`src/rtl/mem_stage.sv`:
```
// MEM pipeline stage: issues loads/stores on a req/ack data bus, stalls
// upstream while a transfer is outstanding, and registers the MEM/WB slot.
module mem_stage #(
  parameter int unsigned TIMEOUT = 255
) (
  input  logic        clk,
  input  logic        rst,
  input  logic        in_valid,
  input  logic [4:0]  mem_wd,
  input  logic        mem_wreg,
  input  logic [31:0] mem_wdata,
  input  logic [31:0] mem_addr,
  input  logic        wmem,
  input  logic        rmem,
  output logic        stall_req,
  output logic        dbus_req,
  output logic        dbus_we,
  output logic [31:0] dbus_addr,
  output logic [31:0] dbus_wdata,
  input  logic        dbus_ack,
  input  logic [31:0] dbus_rdata,
  output logic        wb_valid,
  output logic [4:0]  wb_wd,
  output logic        wb_wreg,
  output logic [31:0] wb_wdata,
  output logic        bus_err
);

  typedef enum logic {
    IDLE = 1'b0,
    BUSY = 1'b1
  } state_e;

  localparam logic [7:0] TMO_LAST = 8'(TIMEOUT - 1);

  state_e      state_q, state_d;
  logic [7:0]  cnt_q, cnt_d;
  logic        req_q, req_d;
  logic        we_q, we_d;
  logic [31:0] addr_q, addr_d;
  logic [31:0] sdata_q, sdata_d;
  logic        wbv_q, wbv_d;
  logic [4:0]  wbwd_q, wbwd_d;
  logic        wbwr_q, wbwr_d;
  logic [31:0] wbdat_q, wbdat_d;
  logic        err_q, err_d;
  logic        stall;

  logic memop;
  logic bad;

  assign memop = in_valid & (rmem | wmem);
  assign bad   = memop & ((rmem & wmem) | (mem_addr[1:0] != 2'b00));

  always_comb begin
    state_d = state_q;
    cnt_d   = cnt_q;
    req_d   = req_q;
    we_d    = we_q;
    addr_d  = addr_q;
    sdata_d = sdata_q;
    wbv_d   = 1'b0;
    wbwd_d  = wbwd_q;
    wbwr_d  = wbwr_q;
    wbdat_d = wbdat_q;
    err_d   = 1'b0;
    stall   = 1'b0;
    unique case (state_q)
      IDLE: begin
        if (!in_valid) begin
          wbwr_d = 1'b0;
        end else if (!memop) begin
          wbv_d   = 1'b1;
          wbwd_d  = mem_wd;
          wbwr_d  = mem_wreg;
          wbdat_d = mem_wdata;
        end else if (bad) begin
          // Faulting access retires as a NOP so the pipe keeps moving
          err_d   = 1'b1;
          wbv_d   = 1'b1;
          wbwd_d  = mem_wd;
          wbwr_d  = 1'b0;
          wbdat_d = '0;
        end else begin
          stall   = 1'b1;
          req_d   = 1'b1;
          we_d    = wmem;
          addr_d  = mem_addr;
          sdata_d = mem_wdata;
          cnt_d   = '0;
          state_d = BUSY;
        end
      end
      BUSY: begin
        if (dbus_ack) begin
          req_d   = 1'b0;
          state_d = IDLE;
          wbv_d   = 1'b1;
          wbwd_d  = mem_wd;
          if (we_q) begin
            wbdat_d = '0;
            wbwr_d  = 1'b0;
          end else begin
            wbdat_d = dbus_rdata;
            wbwr_d  = mem_wreg;
          end
        end else if (cnt_q == TMO_LAST) begin
          req_d   = 1'b0;
          state_d = IDLE;
          err_d   = 1'b1;
          wbv_d   = 1'b1;
          wbwd_d  = mem_wd;
          wbwr_d  = 1'b0;
          wbdat_d = '0;
        end else begin
          stall = 1'b1;
          cnt_d = cnt_q + 8'd1;
        end
      end
      default: state_d = IDLE;
    endcase
  end

  always_ff @(posedge clk or posedge rst) begin
    if (rst) begin
      state_q <= IDLE;
      cnt_q   <= '0;
      req_q   <= 1'b0;
      we_q    <= 1'b0;
      addr_q  <= '0;
      sdata_q <= '0;
      wbv_q   <= 1'b0;
      wbwd_q  <= '0;
      wbwr_q  <= 1'b0;
      wbdat_q <= '0;
      err_q   <= 1'b0;
    end else begin
      state_q <= state_d;
      cnt_q   <= cnt_d;
      req_q   <= req_d;
      we_q    <= we_d;
      addr_q  <= addr_d;
      sdata_q <= sdata_d;
      wbv_q   <= wbv_d;
      wbwd_q  <= wbwd_d;
      wbwr_q  <= wbwr_d;
      wbdat_q <= wbdat_d;
      err_q   <= err_d;
    end
  end

  // Stall is combinational; mask it so reset forces every output low at once
  assign stall_req  = stall & ~rst;
  assign dbus_req   = req_q;
  assign dbus_we    = we_q;
  assign dbus_addr  = addr_q;
  assign dbus_wdata = sdata_q;
  assign wb_valid   = wbv_q;
  assign wb_wd      = wbwd_q;
  assign wb_wreg    = wbwr_q;
  assign wb_wdata   = wbdat_q;
  assign bus_err    = err_q;

endmodule

```
`config.mk`:
```
export PLATFORM = sky130hd
export DESIGN_NAME = mem_stage
export DESIGN_NICKNAME = d
export VERILOG_FILES = /design/src/rtl/mem_stage.sv
export SDC_FILE = /design/constraint.sdc
export NUM_CORES = 1
export LEC_CHECK = 0
export BUFFER_PORTS_ARGS = -buffer_cell sky130_fd_sc_hd__buf_2
export CAP_MARGIN = 20
export CELL_PAD_IN_SITES_DETAIL_PLACEMENT = 0
export CELL_PAD_IN_SITES_GLOBAL_PLACEMENT = 1
export CORE_MARGIN = 2
export CORE_UTILIZATION = 34
export CTS_CLUSTER_SIZE = 40
export DETAILED_ROUTE_END_ITERATION = 8
export PLACE_DENSITY = 0.77
export SETUP_SLACK_MARGIN = 0.2
export SKIP_CTS_REPAIR_TIMING = 1
export SLEW_MARGIN = 10
export SYNTH_ARGS = -nofsm -noshare
export SYNTH_HDL_FRONTEND = slang
export SYNTH_SLANG_ARGS = --single-unit
```
`constraint.sdc`:
```
create_clock -name clk -period 3.3 [get_ports clk]
set_input_delay 0.165 -clock clk [delete_from_list [all_inputs] [get_ports clk]]
set_output_delay 0.165 -clock clk [all_outputs]
set_load 0.01 [all_outputs]
```
### After elaboration in Yosys (flattened, before gate mapping)

Cells that the tools add are included.
W data, S select, Z words.

* flip-flop bits (word level): 115
* output and inout bits: 107
* logic and storage cells: 83

* add/sub/neg operators: 1
* eq/ne operators: 9
* multiplexer cells: 47
* bitwise logic cells: 9
* reduce and logical (&&, ||, !) cells: 6

Operators by type and width (count)
* $mux W32: 6
* $pmux W32 S2: 1
* $mux W8: 5
* $mux W5: 5
* $mux W1: 23
* $pmux W8 S2: 1
* $ne A2 B2 Y1 const B: 5
* $pmux W1 S2: 5
* $pmux W5 S2: 1
* $add A8 B1 Y8 const B: 1
* $eq A8 B8 Y1 const B: 1
* $reduce_and A4 Y1: 2
* $reduce_and A5 Y1: 1
* $and A1 B1 Y1: 4
* $ne A4 B4 Y1 const B: 1
* $ne A3 B2 Y1 const B: 1
* $ne A3 B3 Y1 const B: 1
* $not A1 Y1: 3
* $reduce_and A3 Y1: 1
* $or A1 B1 Y1: 2
* $reduce_and A2 Y1: 1
* $reduce_bool A2 Y1: 1

### Logic depth before layout (Yosys ltp)

* depth in word-level cells: 8
* gate-level depth with buffers: 8
* depth with buffers taken out: 7

### Worst setup path after synthesis

Ideal clock, no wire load.

* path kind: register -> register
* start: reg cnt_q[0]
* end: reg wbdat_q[10], in the netlist wb_wdata[10]
* arrival: 1.509 ns
* slack: 1.666 ns
* stages on the path, launching flop included: 9
* period minus slack after synthesis: 1.634 ns
* cell sequence: dfrtp_1 -> inv_1 -> ha_1 -> nand4_1 -> o21ai_2 -> a21oi_2 -> buf_6 -> buf_8 -> mux2_4

* word-level cells in the longest chain between the ends: 3

RTL lines
* start: declaration: RTL line 37 `logic [7:0] cnt_q, cnt_d;`
* start signal: assignment: RTL line 139 `cnt_q <= cnt_d;`
* $eq A8 B8 Y1: RTL line 107 `end else if (cnt_q == TMO_LAST) begin`
* $ne A3 B2 Y1 (no source line)
* $reduce_and A3 Y1 (no source line)
* end signal: assignment: RTL line 147 `wbdat_q <= wbdat_d;`
* end: declaration: RTL line 45 `logic [31:0] wbdat_q, wbdat_d;`

Every way passes these cells.
A chain may end at the register's enable or synchronous reset.

### Worst setup path after layout

* start: reg state_q
* end: out stall_req

* word-level cells in the longest chain between the ends: 3

RTL lines
* start: declaration: RTL line 36 `state_e state_q, state_d;`
* start signal: assignment: RTL line 138 `state_q <= state_d;`
* $not A1 Y1 (no source line)
* $pmux W1 S2 (*): RTL line 68 `unique case (state_q)`
* $and A1 B1 Y1 (*): RTL line 153 `assign stall_req = stall & ~rst;`
* end: declaration: RTL line 15 `output logic stall_req,`

Every way passes the cells marked *; elsewhere a longest branch is shown, timed or not.

==> flow_summary.json <==
{
  "status": "complete, but fails checks",
  "violations": "negative hold slack",
  "vdd_drop_max_mv": 0.350,
  "drt-vias-per-instance": 4.79,
  "clock_latency_ns": 0.41,
  "fin_util_pct": 50.5,
  "use_met1_pct": 20.2,
  "tns_ns": 0,
  "die_h_um": 125,
  "grt_pass1_vias": 3880,
  "clock_sinks": 115,
  "worst-path-stages": 6,
  "yosysWarnings": 0,
  "path_delay_family": "simple AND/OR/NAND/NOR gates",
  "start_util_pct": 34.5,
  "slew_viol_final": 0,
  "yosysSeqAreaShare_pct": 57.8,
  "nNetsFinal": 705,
  "hold_start": "mem_wdata[26]",
  "power-per-cell-area_nw_per_um2": 675,
  "period_share_pct": 74.9,
  "setup_viol": 0,
  "drc": 0,
  "cp.required_ns": 3.13,
  "hp-class": "in -> reg",
  "h-tree-depth": 4,
  "drv_cap": 0,
  "drt-pass1-iter-count": 4,
  "grt_max_degree": 70,
  "n_antenna_cell": 0,
  "ys_top_cells_by_count": "dfrtp_1 (115), mux2_2 (55), mux2_4 (45)",
  "final_hold_viol_count": 1,
  "antenna_found_initial": 0,
  "worstSetupPathType": "reg -> out",
  "tightest_slew_ns": 0.655,
  "max_stage_delay_ns": 0.46,
  "path_cells": "nor2b_1 -> nand3_4 -> buf_4 -> and2_1 -> nor2_1 -> buf_2",
  "synth_area_leaders": "dfrtp_1 (58%), mux2_4 (14%), mux2_2 (12%), a22o_1 (6.0%), buf_6 (0.90%)",
  "portBuffers": 214,
  "ys_types": 33,
  "grt_util_met2_pct": 26.2,
  "num_vias": 3788,
  "cp-end-kind": "output pin",
  "chipWidth_um": 125,
  "crit-reg2reg-launch": "cnt_q[0]",
  "slowest_stage": "nor2b_1",
  "yosysTopAreaCell": "dfrtp_1",
  "rsz0062_at_grt": "no",
  "drive_above_1_share_pct": 58.2,
  "holdPathStages": 2,
  "setup.worst_path.start": "state_q",
  "ys_ff_latch": 115,
  "slew_headroom_pct": 56.4,
  "finalClockSkew_ns": 0.00873,
  "syn_inst": 331,
  "period_minus_slack_ns": 2.47,
  "synth_edf_count": 0,
  "ff2ff_path_depth": 7,
  "syn_area_um2": 4980,
  "root_buffer": "clkbuf_16",
  "grt_overflow_total": 0,
  "fin_ws_ns": 0.829,
  "cts.path.max_buffers": 2,
  "fmax_mhz": 405,
  "drt_iter0_drc": 166,
  "cts_buffers": 17,
  "p_leak_nw": 3.81,
  "drtAntennaViolNets": 0,
  "busiest_layer": "met2",
  "grt.met3_usage_pct": 6.12,
  "post-place-ws_ns": 1.22,
  "critPathMaxFanout": 36,
  "io_pins": 215,
  "synth_top_area_share_pct": 57.8,
  "synthFlopType": "dfrtp_1",
  "dieArea_um2": 15600,
  "core_um2": 14400,
  "grt_first_pass_wirelength_um": 20300,
  "holdWs_ns": -0.000353,
  "cts_tree": "yes",
  "startpoint_type": "flip-flop",
  "row_count": 44,
  "syn_area_per_cell_um2": 15.0,
  "power_mw": 4.92,
  "synthToLayoutAreaGrowth_pct": 46.2,
  "syn-num-nets": 441,
  "wl_per_cell_um": 16.5,
  "worstPathArrival_ns": 2.31,
  "async_flop_share_pct": 100,
  "synthMostInstantiatedCell": "dfrtp_1",
  "track_usage_pct": 16.4,
  "wl_um": 13100,
  "gp_congestion": 0.774,
  "path_buf_inv": 2,
  "clkTransAtPathRegs_ns": 0.05,
  "place_hpwl_um": 8600
}
cells in the final DEF, fill, tap and decap left out, types with 2 or more instances in the layout:
cell type and instances:
nor3_1 2, bufinv_16 3, mux2_4 45, buf_2 214, nand3_1 4, nand2_1 7
mux2_2 55, dlygate4sd3_1 43, a22o_1 34, a211o_1 2, buf_12 2, and2_1 3
a21oi_1 3, a21o_1 3, buf_4 6, ha_1 2, clkbuf_16 17, o2bb2ai_1 3
nor2_1 8, nor2b_1 2, clkbuf_8 4, clkbuf_1 6, nand2b_1 2, o21ai_0 3
inv_1 4, dfrtp_1 115, xnor2_1 2
power by group:
group	leakage, nW	internal, mW	switching [mW]
clock network	0.292	1.26	0.611
logic	2.09	0.637	0.513
registers	1.42	1.72	0.171
total	3.81	3.62	1.30
layout make-up:
class,instances,area [um^2]
Clock buffer,27,503
Clock inverter,4,95.1
Fill cell,1243,7140
Inverter,5,22.5
Multi-Input combinational cell,191,1970
Sequential cell,115,2880
Tap cell,184,230
Timing Repair Buffer,265,1590
registers in the layout (all words and copies together) (netlist names), 5 cells and up:
name        count
cnt_q           8
dbus_addr      32
dbus_wdata     32
wb_wd           5
wb_wdata       32
per-stage QoR:
stage | area [um^2] | instances
4_1_cts | 6830 | 747
3_3_place_gp | 6230 | 716
5_1_grt | 7280 | 791
6_report | 7280 | 791
2_1_floorplan | 4980 | 331
3_5_place_dp | 6230 | 716
per-layer routing:
metal	up-vias	part of all wire [%]
met5	-	0
met4	0	1.9
met3	23	7.6
met2	166	47
met1	1874	43
li1	1725	-
logic make-up (layout without fill, tap and decap cells):
logic type | Yosys count | in the layout | share of synthesized area, %
flops | 115 | 115 | 57.8
mux | 100 | 100 | 26.0
compound gates | 52 | 52 | 8.52
fa+ha+maj | 2 | 2 | 0.502
xor+xnor | 3 | 3 | 0.528
simple gates | 34 | 34 | 3.47
buf+inv | 25 | 301 | 3.22
final timing paths:
path	endpoint	slack, ns
min in group asynchronous	cnt_q[6]	0.28
max in group asynchronous	dbus_wdata[5]	2.35
hold / removal	dbus_wdata[26]	-0.0004
setup / recovery	stall_req	0.83
hold reg to reg	dbus_addr[1]	0.49
setup reg to reg	wb_wd[2]	1.21
Note: power is estimated with default switching activity, not from simulation.
